## config.mk

```make
export PLATFORM = sky130hd
export DESIGN_NAME = bus_trace_buffer
export DESIGN_NICKNAME = d
export VERILOG_FILES = /design/src/rtl/trace_pkg.sv /design/src/rtl/trace_fifo.sv /design/src/rtl/bus_trace_buffer.sv
export SDC_FILE = /design/constraint.sdc
export NUM_CORES = 1
export LEC_CHECK = 0
export ABC_AREA = 1
export BUFFER_PORTS_ARGS = -buffer_cell sky130_fd_sc_hd__buf_2
export CAP_MARGIN = 20
export CORE_ASPECT_RATIO = 0.8
export CORE_MARGIN = 8
export CORE_UTILIZATION = 50
export CTS_CLUSTER_DIAMETER = 40
export DETAILED_ROUTE_END_ITERATION = 12
export PLACE_DENSITY = 0.72
export SYNTH_ARGS = -nofsm -noshare
export SYNTH_HDL_FRONTEND = slang
export SYNTH_SLANG_ARGS = --single-unit
```

## constraint.sdc

```tcl
create_clock -name sys_clk -period 6 [get_ports sys_clk]
set_input_delay 0.9 -clock sys_clk [delete_from_list [all_inputs] [get_ports sys_clk]]
set_output_delay 0.9 -clock sys_clk [all_outputs]
set_load 0.005 [all_outputs]
```

## src/rtl/trace_pkg.sv

```systemverilog
// Shared definitions for the bus trace buffer.
// Holds the record kind codes, the capture state codes and the field widths
// that the top level and the record FIFO both use.
// Kind classification is a function so that every user applies the same
// priority: a fetch is a fetch, otherwise a nonzero strobe makes a write.
package trace_pkg;

    localparam int KIND_W  = 2;
    localparam int STATE_W = 2;

    localparam logic [KIND_W-1:0] KIND_IFETCH = 2'd0;
    localparam logic [KIND_W-1:0] KIND_READ   = 2'd1;
    localparam logic [KIND_W-1:0] KIND_WRITE  = 2'd2;

    localparam logic [STATE_W-1:0] ST_IDLE = 2'd0;
    localparam logic [STATE_W-1:0] ST_PRE  = 2'd1;
    localparam logic [STATE_W-1:0] ST_POST = 2'd2;
    localparam logic [STATE_W-1:0] ST_DONE = 2'd3;

    function automatic logic [KIND_W-1:0] kind_of(input logic fetch, input logic is_write);
        if (fetch)
            return KIND_IFETCH;
        else if (is_write)
            return KIND_WRITE;
        else
            return KIND_READ;
    endfunction

endpackage

```

## src/rtl/trace_fifo.sv

```systemverilog
// Record FIFO for the bus trace buffer.
// DEPTH x REC_W record RAM with read/write pointers and an occupancy count.
// With overwrite high a write into a full FIFO replaces the oldest entry
// (read pointer advances, occupancy stays at DEPTH); with overwrite low the
// write is ignored and the caller accounts for the drop.
// Ports:
//   clk, rst            clock, asynchronous active-high reset
//   clear               empty the FIFO (pointers and occupancy to zero)
//   wr_en, wr_rec       push a record
//   overwrite           allow a push into a full FIFO to evict the oldest
//   rd_en               pop the oldest record (ignored when empty)
//   rd_rec              oldest record, combinational from the RAM
//   occupancy           entries held, 0..DEPTH
module trace_fifo #(
    parameter int REC_W = 8,
    parameter int DEPTH = 16
) (
    input  logic                       clk,
    input  logic                       rst,
    input  logic                       clear,
    input  logic                       wr_en,
    input  logic                       overwrite,
    input  logic [REC_W-1:0]           wr_rec,
    input  logic                       rd_en,
    output logic [REC_W-1:0]           rd_rec,
    output logic [$clog2(DEPTH):0]     occupancy
);

    localparam int PTR_W = $clog2(DEPTH);
    localparam logic [PTR_W:0] FULL_OCC = (PTR_W+1)'(DEPTH);

    logic [REC_W-1:0] mem [DEPTH];
    logic [PTR_W-1:0] wr_ptr;
    logic [PTR_W-1:0] rd_ptr;
    logic             full;
    logic             empty;
    logic             push;
    logic             pop;
    logic             evict;

    assign full   = (occupancy == FULL_OCC);
    assign empty  = (occupancy == '0);
    assign push   = wr_en & ~clear & (~full | overwrite);
    assign pop    = rd_en & ~clear & ~empty;
    // A push into a full FIFO without a simultaneous pop evicts the oldest entry.
    assign evict  = push & full & ~pop;
    assign rd_rec = mem[rd_ptr];

    always_ff @(posedge clk or posedge rst) begin
        if (rst) begin
            wr_ptr    <= '0;
            rd_ptr    <= '0;
            occupancy <= '0;
        end else if (clear) begin
            wr_ptr    <= '0;
            rd_ptr    <= '0;
            occupancy <= '0;
        end else begin
            if (push)
                wr_ptr <= wr_ptr + 1'b1;
            if (pop | evict)
                rd_ptr <= rd_ptr + 1'b1;
            if (push & ~pop & ~full)
                occupancy <= occupancy + 1'b1;
            else if (pop & ~push)
                occupancy <= occupancy - 1'b1;
        end
    end

    // Record storage carries no reset; occupancy guards against stale reads.
    always_ff @(posedge clk) begin
        if (push)
            mem[wr_ptr] <= wr_rec;
    end

endmodule

```

## src/rtl/bus_trace_buffer.sv

```systemverilog
// CPU bus tracer: snoops completed transfers (ifetch/read/write), stores
// qualified records around an address trigger and drains them through a
// valid/ready read port while idle or done.
// Optional feature macro: TRACE_TIMESTAMP_EN adds a free-running timestamp
// stored with each record and presented on rd_ts.
// Ports:
//   sys_clk, sys_reset          clock, asynchronous active-high reset
//   cpu_*/sys_rw_is_done        snooped CPU bus; record point is rw_cycle & is_done
//   arm                         clear buffer and counters, start capture (PRE)
//   kind_en                     capture enables {write, read, ifetch}
//   trig_addr, trig_mask        trigger compare (mask bit 1 = compared)
//   post_count                  records kept after the trigger record
//   rd_valid/rd_ready, rd_*     oldest-record read port
//   state, occupancy, drop_cnt  status
module bus_trace_buffer
    import trace_pkg::*;
#(
    parameter int ADDR_W = 32,
    parameter int DATA_W = 32,
    parameter int DEPTH  = 16,
    parameter int CNT_W  = 16,
    parameter int TS_W   = 24
) (
    input  logic                  sys_clk,
    input  logic                  sys_reset,
    input  logic                  cpu_rw_cycle,
    input  logic                  sys_rw_is_done,
    input  logic                  cpu_instr_fetch,
    input  logic [DATA_W/8-1:0]   cpu_write_strobe,
    input  logic [ADDR_W-1:0]     cpu_address,
    input  logic [DATA_W-1:0]     cpu_write_data,
    input  logic [DATA_W-1:0]     cpu_read_data,
    input  logic                  arm,
    input  logic [2:0]            kind_en,
    input  logic [ADDR_W-1:0]     trig_addr,
    input  logic [ADDR_W-1:0]     trig_mask,
    input  logic [CNT_W-1:0]      post_count,
    output logic                  rd_valid,
    input  logic                  rd_ready,
    output logic [KIND_W-1:0]     rd_kind,
    output logic [ADDR_W-1:0]     rd_addr,
    output logic [DATA_W-1:0]     rd_data,
    output logic [DATA_W/8-1:0]   rd_strb,
`ifdef TRACE_TIMESTAMP_EN
    output logic [TS_W-1:0]       rd_ts,
`endif
    output logic [STATE_W-1:0]    state,
    output logic [CNT_W-1:0]      occupancy,
    output logic [CNT_W-1:0]      drop_cnt
);

    localparam int STRB_W = DATA_W/8;
    localparam int OCC_W  = $clog2(DEPTH) + 1;
`ifdef TRACE_TIMESTAMP_EN
    localparam int REC_W  = KIND_W + ADDR_W + DATA_W + STRB_W + TS_W;
`else
    localparam int REC_W  = KIND_W + ADDR_W + DATA_W + STRB_W;
`endif
    localparam logic [OCC_W-1:0] FULL_OCC = OCC_W'(DEPTH);

    logic [KIND_W-1:0] kind;
    logic              kind_ok;
    logic              qualified;
    logic              hit;
    logic [DATA_W-1:0] rec_data;
    logic [STRB_W-1:0] rec_strb;
    logic [REC_W-1:0]  wr_rec;
    logic [REC_W-1:0]  head;
    logic [OCC_W-1:0]  occ;
    logic              full;
    logic              capturing;
    logic              wr_en;
    logic              rd_en;
    logic [CNT_W-1:0]  post_cnt;

`ifdef TRACE_TIMESTAMP_EN
    logic [TS_W-1:0]   ts;

    always_ff @(posedge sys_clk or posedge sys_reset) begin
        if (sys_reset)
            ts <= '0;
        else
            ts <= ts + 1'b1;
    end
`endif

    always_comb begin
        kind = kind_of(cpu_instr_fetch, |cpu_write_strobe);
        case (kind)
            KIND_IFETCH: kind_ok = kind_en[0];
            KIND_READ:   kind_ok = kind_en[1];
            KIND_WRITE:  kind_ok = kind_en[2];
            default:     kind_ok = 1'b0;
        endcase
    end

    assign qualified = cpu_rw_cycle & sys_rw_is_done & kind_ok;
    assign hit       = qualified & (((cpu_address ^ trig_addr) & trig_mask) == '0);
    assign rec_data  = (kind == KIND_WRITE) ? cpu_write_data : cpu_read_data;
    assign rec_strb  = (kind == KIND_WRITE) ? cpu_write_strobe : '0;

`ifdef TRACE_TIMESTAMP_EN
    assign wr_rec = {kind, cpu_address, rec_data, rec_strb, ts};
`else
    assign wr_rec = {kind, cpu_address, rec_data, rec_strb};
`endif

    assign capturing = (state == ST_PRE) || (state == ST_POST);
    assign full      = (occ == FULL_OCC);
    // arm takes priority: the same-cycle record and any pop are discarded.
    assign wr_en     = ~arm & qualified & capturing;
    assign rd_valid  = ~capturing & (occ != '0);
    assign rd_en     = ~arm & rd_valid & rd_ready;
    assign occupancy = CNT_W'(occ);

    trace_fifo #(
        .REC_W (REC_W),
        .DEPTH (DEPTH)
    ) u_fifo (
        .clk       (sys_clk),
        .rst       (sys_reset),
        .clear     (arm),
        .wr_en     (wr_en),
        .overwrite (state == ST_PRE),
        .wr_rec    (wr_rec),
        .rd_en     (rd_en),
        .rd_rec    (head),
        .occupancy (occ)
    );

    // Read port shows zeros unless a record is actually available.
    always_comb begin
        rd_kind = '0;
        rd_addr = '0;
        rd_data = '0;
        rd_strb = '0;
`ifdef TRACE_TIMESTAMP_EN
        rd_ts   = '0;
        if (rd_valid)
            {rd_kind, rd_addr, rd_data, rd_strb, rd_ts} = head;
`else
        if (rd_valid)
            {rd_kind, rd_addr, rd_data, rd_strb} = head;
`endif
    end

    always_ff @(posedge sys_clk or posedge sys_reset) begin
        if (sys_reset) begin
            state    <= ST_IDLE;
            post_cnt <= '0;
            drop_cnt <= '0;
        end else if (arm) begin
            state    <= ST_PRE;
            post_cnt <= '0;
            drop_cnt <= '0;
        end else begin
            case (state)
                ST_PRE: begin
                    if (hit) begin
                        post_cnt <= post_count;
                        state    <= (post_count == '0) ? ST_DONE : ST_POST;
                    end
                end
                ST_POST: begin
                    if (qualified) begin
                        // Counter runs down whether the record fits or is dropped.
                        post_cnt <= post_cnt - 1'b1;
                        if (post_cnt == CNT_W'(1))
                            state <= ST_DONE;
                        if (full && (drop_cnt != '1))
                            drop_cnt <= drop_cnt + 1'b1;
                    end
                end
                default: ;
            endcase
        end
    end

endmodule

```

### Word level (Yosys, flattened, before mapping)

Memories as Yosys holds them, arrays and structs flattened.
Cells that the tools add are included.

| word-level totals | value |
|---|---|
| input port bits | 190 |
| memories kept | 1 |
| bits in registers | 47 |
| memory bits (writable) | 1,120 |

| operators by class | value |
|---|---|
| add/subtract/negate cells | 6 |
| reductions and logical operators | 18 |
| bitwise operators | 27 |
| mux-type cells | 32 |
| equality and inequality tests | 10 |

Memory list:

| name | words | width | rd ports | clocked after Yosys merged registers in | wr ports | RTL line | text |
|---|---|---|---|---|---|---|---|
| u_fifo.mem | 16 | 70 | 1 | 0 | 1 | trace_fifo.sv:32 | `logic [REC_W-1:0] mem [DEPTH];` |

Operator list:

| kind | number |
|---|---|
| $mux 16 | 7 |
| $mux 32 | 3 |
| $and 32x32->32 | 1 |
| $logic_not 32->1 | 1 |
| $pmux 16 s2 | 1 |
| $xor 32x32->32 | 1 |
| $mux 4 | 6 |
| $and 1x1->1 | 17 |
| $add 16x1->16 const B | 1 |
| $eq 16x1->1 const B | 1 |
| $logic_not 16->1 | 1 |
| $ne 16x16->1 const B | 1 |
| $sub 16x1->16 const B | 1 |
| $mux 5 | 3 |
| $mux 2 | 7 |
| $reduce_bool 2->1 | 5 |
| $add 4x1->4 const B | 2 |
| $ne 3x3->1 const B | 2 |
| $not 1->1 | 6 |
| $reduce_and 3->1 | 2 |
| $reduce_bool 3->1 | 2 |
| $add 5x1->5 const B | 1 |
| $eq 5x5->1 const B | 1 |
| $logic_not 5->1 | 1 |
| other kinds (14) | 19 |

### Logic depth before layout (Yosys ltp)

| logic depth | value |
|---|---|
| depth after elaboration | 15 |
| gate-level depth with buffers | 17 |

### Cells and area by module

A second synthesis with hierarchy kept.

| unflattened totals | value |
|---|---|
| cell total of the unflattened synthesis | 4,482 |
| area, all modules | 51,021.4 um^2 |

Modules (own cells, without submodules):

| module | sequential area each (um^2) | times used | cells each | area an instance (um^2) |
|---|---|---|---|---|
| trace_fifo | 33,957.6 | 1 | 3,659 | 46,688.5 |
| bus_trace_buffer | 850.8 | 1 | 823 | 4,332.9 |

### Worst setup path after synthesis

Ideal clock, no wire load.

| timing | value |
|---|---|
| path type | input port to flip-flop |
| start point | input cpu_write_strobe[0] |
| end point | memory u_fifo.mem[0][0] (netlist bit), enable pin |
| required time | 5.502 ns |
| setup slack | 0.706 ns |
| library setup time | 0.498 ns |
| cell stages on the path | 9 |
| data arrival time | 4.795 ns |
| path through | inv_1 -> nand4_4 -> nor2_4 -> nand2_1 -> nand3_2 -> nand2_2 -> nor2_8 -> nand2_1 -> nor2_1 |

| on the way | value |
|---|---|
| longest elaborated chain between the ends | 12 |

RTL lines:

| element | RTL line | text |
|---|---|---|
| from (decl) | bus_trace_buffer.sv:29 | `input logic [DATA_W/8-1:0] cpu_write_strobe,` |
| $reduce_or 4->1 * | bus_trace_buffer.sv:88 | `kind = kind_of(cpu_instr_fetch, \|cpu_write_strobe);` |
| $mux 2 * | trace_pkg.sv:23 | `else if (is_write)` |
| $mux 2 * | trace_pkg.sv:21 | `if (fetch)` |
| via kind[0] | bus_trace_buffer.sv:61 | `logic [KIND_W-1:0] kind;` |
| $eq 2x2->1, or another cell as far along | bus_trace_buffer.sv:89 | `case (kind)` |
| $pmux 1 s3 * | bus_trace_buffer.sv:89 |  |
| $and 1x1->1 * | bus_trace_buffer.sv:97 | `assign qualified = cpu_rw_cycle & sys_rw_is_done & kind_ok;` |
| $and 1x1->1 * (2 in a row) | bus_trace_buffer.sv:111 | `assign wr_en = ~arm & qualified & capturing;` |
| $and 1x1->1 * (2 in a row) | trace_fifo.sv:43 | `assign push = wr_en & ~clear & (~full \| overwrite);` |
| $mux 1 * | trace_fifo.sv:72 | `if (push)` |
| $mux 1 (implied by the code) * | trace_fifo.sv:73 | `mem[wr_ptr] <= wr_rec;` |
| to (decl) | trace_fifo.sv:32 |  |

The timed path passes the listed nets; every way through them passes the cells marked *.

### Worst setup path after layout

| timing | value |
|---|---|
| start point | register u_fifo.rd_ptr[0] |
| end point | output rd_data[19] |

| on the way | value |
|---|---|
| longest elaborated chain between the ends | 2 |

RTL lines:

| element | RTL line | text |
|---|---|---|
| from (decl) | trace_fifo.sv:34 | `logic [PTR_W-1:0] rd_ptr;` |
| from (signal assigned) | trace_fifo.sv:62 | `rd_ptr <= rd_ptr + 1'b1;` |
| $mem_v2 16x70 | n/a |  |
| $mux 32 | bus_trace_buffer.sv:142 | `if (rd_valid)` |
| to (decl) | bus_trace_buffer.sv:42 | `output logic [DATA_W-1:0] rd_data,` |

Every way passes these cells.

==> run metrics <==
first-pass GRT wire length=between 150000 and 200000 microns; vias=32100; clk buf depth=3; Overflow after GRT=0; TritonCTS Buffers=about 120; setup TNS=0 ns; top post-synthesis cells by count=1120 x edfxtp_1, 628 x nor2_1, 562 x o21ai_0, 311 x nand2_1, 196 x o221ai_1; Clock Tree Root=clkbuf_16; CP Class=reg2out; worst min path class=in2async; Max-Cap Viols=0; cts hold-fix bufs=0; WP data required=5.10 ns; Post-CTS Setup Inserts=0; crit path DAT=4.01 ns; Seq/Total Area, Yosys=72.7%; final period utilization=81.9%; Worst VDD drop=0.254 mV; final wirelength=~130000 microns; ANT nets after route=0; Sw Ratio=25.5%; Final setup viols=0; Post-synth EDFFs=1120; CP Capture Type=output port; reg2reg start=state[0]$_DFFE_PP0P_; Async SR Flop Fraction=4.03%; RSZ-0062 raised after global routing=false; non-filler cells in the finished layout=5335; PwrDens=337 nW/um^2; final worst slack=1.09 ns; GRT Total Usage=23.0%; largest net degree at the start of global routing=199; CP startpoint kind=flip-flop; clock sinks=1167; top cell type's share of synthesized area=70.2%; total die area=106000 sq um; Fillers=7435; most common cell in the netlist=edfxtp_1; DR DRC count=0; Multi-input gate area=11500 sq um; Comb power frac=11.7%; Row Count=between 100 and 150; CP dominant cell by count=buf_4; Skew-Pair Late Insertion Delay=approximately 0.7 ns; Die H=293 microns; core area=between 90000 and 100000 sq um; Worst Path Buf+Inv=3; Clock Skew=0.0297 ns; crit-path max cell delay=0.76 ns; Seq pwr share=49.5%; routed vias/inst=6.01; Rel. slew slack=24.4%; Synth Warn #=0; Final Hold Vio Count=0; H-tree depth=3; Placed Instances=5120; wire length per cell=23.8 microns; Initial Util=50.5%; CTS tree=built; largest fanout on the critical path=97; synth unique cells=47; Pleak=18.5 nW; PortBufs=~280; critical path depth=7; initial antenna violation count=4; Starting DRT DRC Count=between 4000 and 5000; fin crit period=4.91 ns; #FFs+latches synth=1167; pre-CTS setup slack=1.85 ns; clock-pin slew on the worst setup and hold paths=around 0.060 ns; internal power=13.6 mW; TritonRoute pass-1 iters=6; syn_area_per_cell=12.8 sq um; Worst Setup EP=rd_data[19]; Clk pwr share=slightly below 40%; critical-path cell list=buf_4 -> buf_4 -> o21ai_0 -> o221ai_1 -> nand3_1 -> a21oi_1 -> buf_2; layout cells sized above 1=14.3%; r2r setup slk=2.70 ns; Syn Inst Count=3753; fin. max-slew vios=0; Worst Tran Pin Value=1.13 ns; Yosys top cell by area=edfxtp_1; Mapped Area=47900 sq um; Storage cell area=34800 sq um; vias in the first global route=30800; ys flop type=edfxtp_1; Slowest-stage cell, CP=buf_4; Detail Placement HPWL=between 60000 and 70000 microns; outcome=complete, no violations; nets=4159; reg2reg end=u_fifo.mem[1][65]$_DFFE_PP_; # resized after CTS=0; Psw=4.66 mW; Die Width=362 microns; Area growth, synth to finish=13.1%; Critical Path Start=u_fifo.rd_ptr[0]$_DFFE_PP0P_; FF-to-FF path depth=8; top cells by area, synth=edfxtp_1 70%, o21ai_0 5.9%, nor2_1 4.9%; GP Congestion=slightly above 0.8; f_max=204 MHz; Ports=295; delay-heaviest family, CP=buffers and inverters
how the worst min path moves through the flow:
stage	start	cells past startpoint	slack, ns	to
6_report	sys_reset	2	0.25	post_cnt[1]$_DFFE_PP0P_
5_1_grt	sys_reset	2	0.26	drop_cnt[11]$_DFFE_PP0P_
4_1_cts	sys_reset	2	0.47	drop_cnt[11]$_DFFE_PP0P_
3_5_place_dp	post_cnt[13]$_DFFE_PP0P_	2	0.52	post_cnt[13]$_DFFE_PP0P_
3_3_place_gp	state[1]$_DFFE_PP0P_	2	0.51	state[1]$_DFFE_PP0P_
2_1_floorplan	post_cnt[13]$_DFFE_PP0P_	2	0.49	post_cnt[13]$_DFFE_PP0P_
sequential cells by signal (all words and copies together) (netlist names):
register	count
u_fifo.wr_ptr	4
drop_cnt	16
state	2
u_fifo.rd_ptr	4
u_fifo.occupancy	5
post_cnt	16
u_fifo.mem	1120
power by group through the flow:
stage | Clock [mW] | Combinational (mW) | Sequential [mW]
final | 7.10 | 2.13 | 9.05
after detailed placement | 0 | 2.13 | 9.22
after floorplan | 0 | 1.30 | 9.21
after CTS | 7.16 | 2.14 | 9.05
after global routing | 7.48 | 2.35 | 9.05
after global placement | 0 | 2.09 | 9.22
per-layer routing:
layer  routed length, microns  share of wire, %  track usage [%]  vias up
met4                     3490               2.8             6.97        0
li1                         -                 -                -    14400
met1                    52600                41             32.5    15900
met3                    10600               8.4             3.54      210
met5                        0                 0                0        -
met2                    60100                47             37.2     1600
stage by stage:
stage	area, sq um	util [%]	total power [mW]	hold slack, ns
final	54200	57.1	18.3	0.245
after global routing	54200	57.1	18.9	0.261
after CTS	54100	57.1	18.4	0.466
after detailed placement	50400	53.1	11.4	0.524
after global placement	50400	53.1	11.3	0.511
after floorplan	47900	-	10.5	0.492
kinds of logic (layout without fill, tap and decap cells):
family	count (synthesis)	count (layout)	synth area share [%]
flip-flops	1167	1167	72.7
AND/OR/NAND/NOR	1113	1113	9.51
AO/OA/AOI/OAI	1054	1054	13.3
buffers and inverters	384	668	3.74
XOR/XNOR	19	19	0.347
adder cells (fa/ha/maj)	15	15	0.407
other	1	12	0.00783
cells in the final DEF, fill, tap and decap left out, types with 4 or more instances in the layout:
master        n
o21ai_2       7
ha_1         14
nor2_1      612
a21oi_1      77
nand3_1     124
dfrtp_1      43
nor2_4       18
o211ai_1     84
clkinv_2     16
o221ai_1    196
dfrtp_4       4
clkbuf_1     25
nor4_1        6
nand4_1       9
clkbuf_16   119
inv_2        10
inv_1       104
clkbuf_8      5
nor3_1        7
nand2_4       4
o21ai_1      37
buf_4        35
o22ai_1      84
xor2_1       17
conb_1       11
inv_8         8
buf_12       20
clkinv_4      7
bufinv_16     7
nand3_2       5
buf_2       283
nand2_1     310
inv_6         7
nand2_2       4
o21ai_0     562
clkinv_1     15
edfxtp_1   1120
area by class of cell:
class	instances	share of cell area (%)
Antenna cell	1	0.00462
Multi-Input combinational cell	2212	21.2
Timing Repair Buffer	339	3.89
Tap cell	1287	2.97
Clock inverter	62	1.08
Clock buffer	149	5.79
Sequential cell	1167	64.2
Inverter	118	0.854
Power figures use the tool's default switching activity.
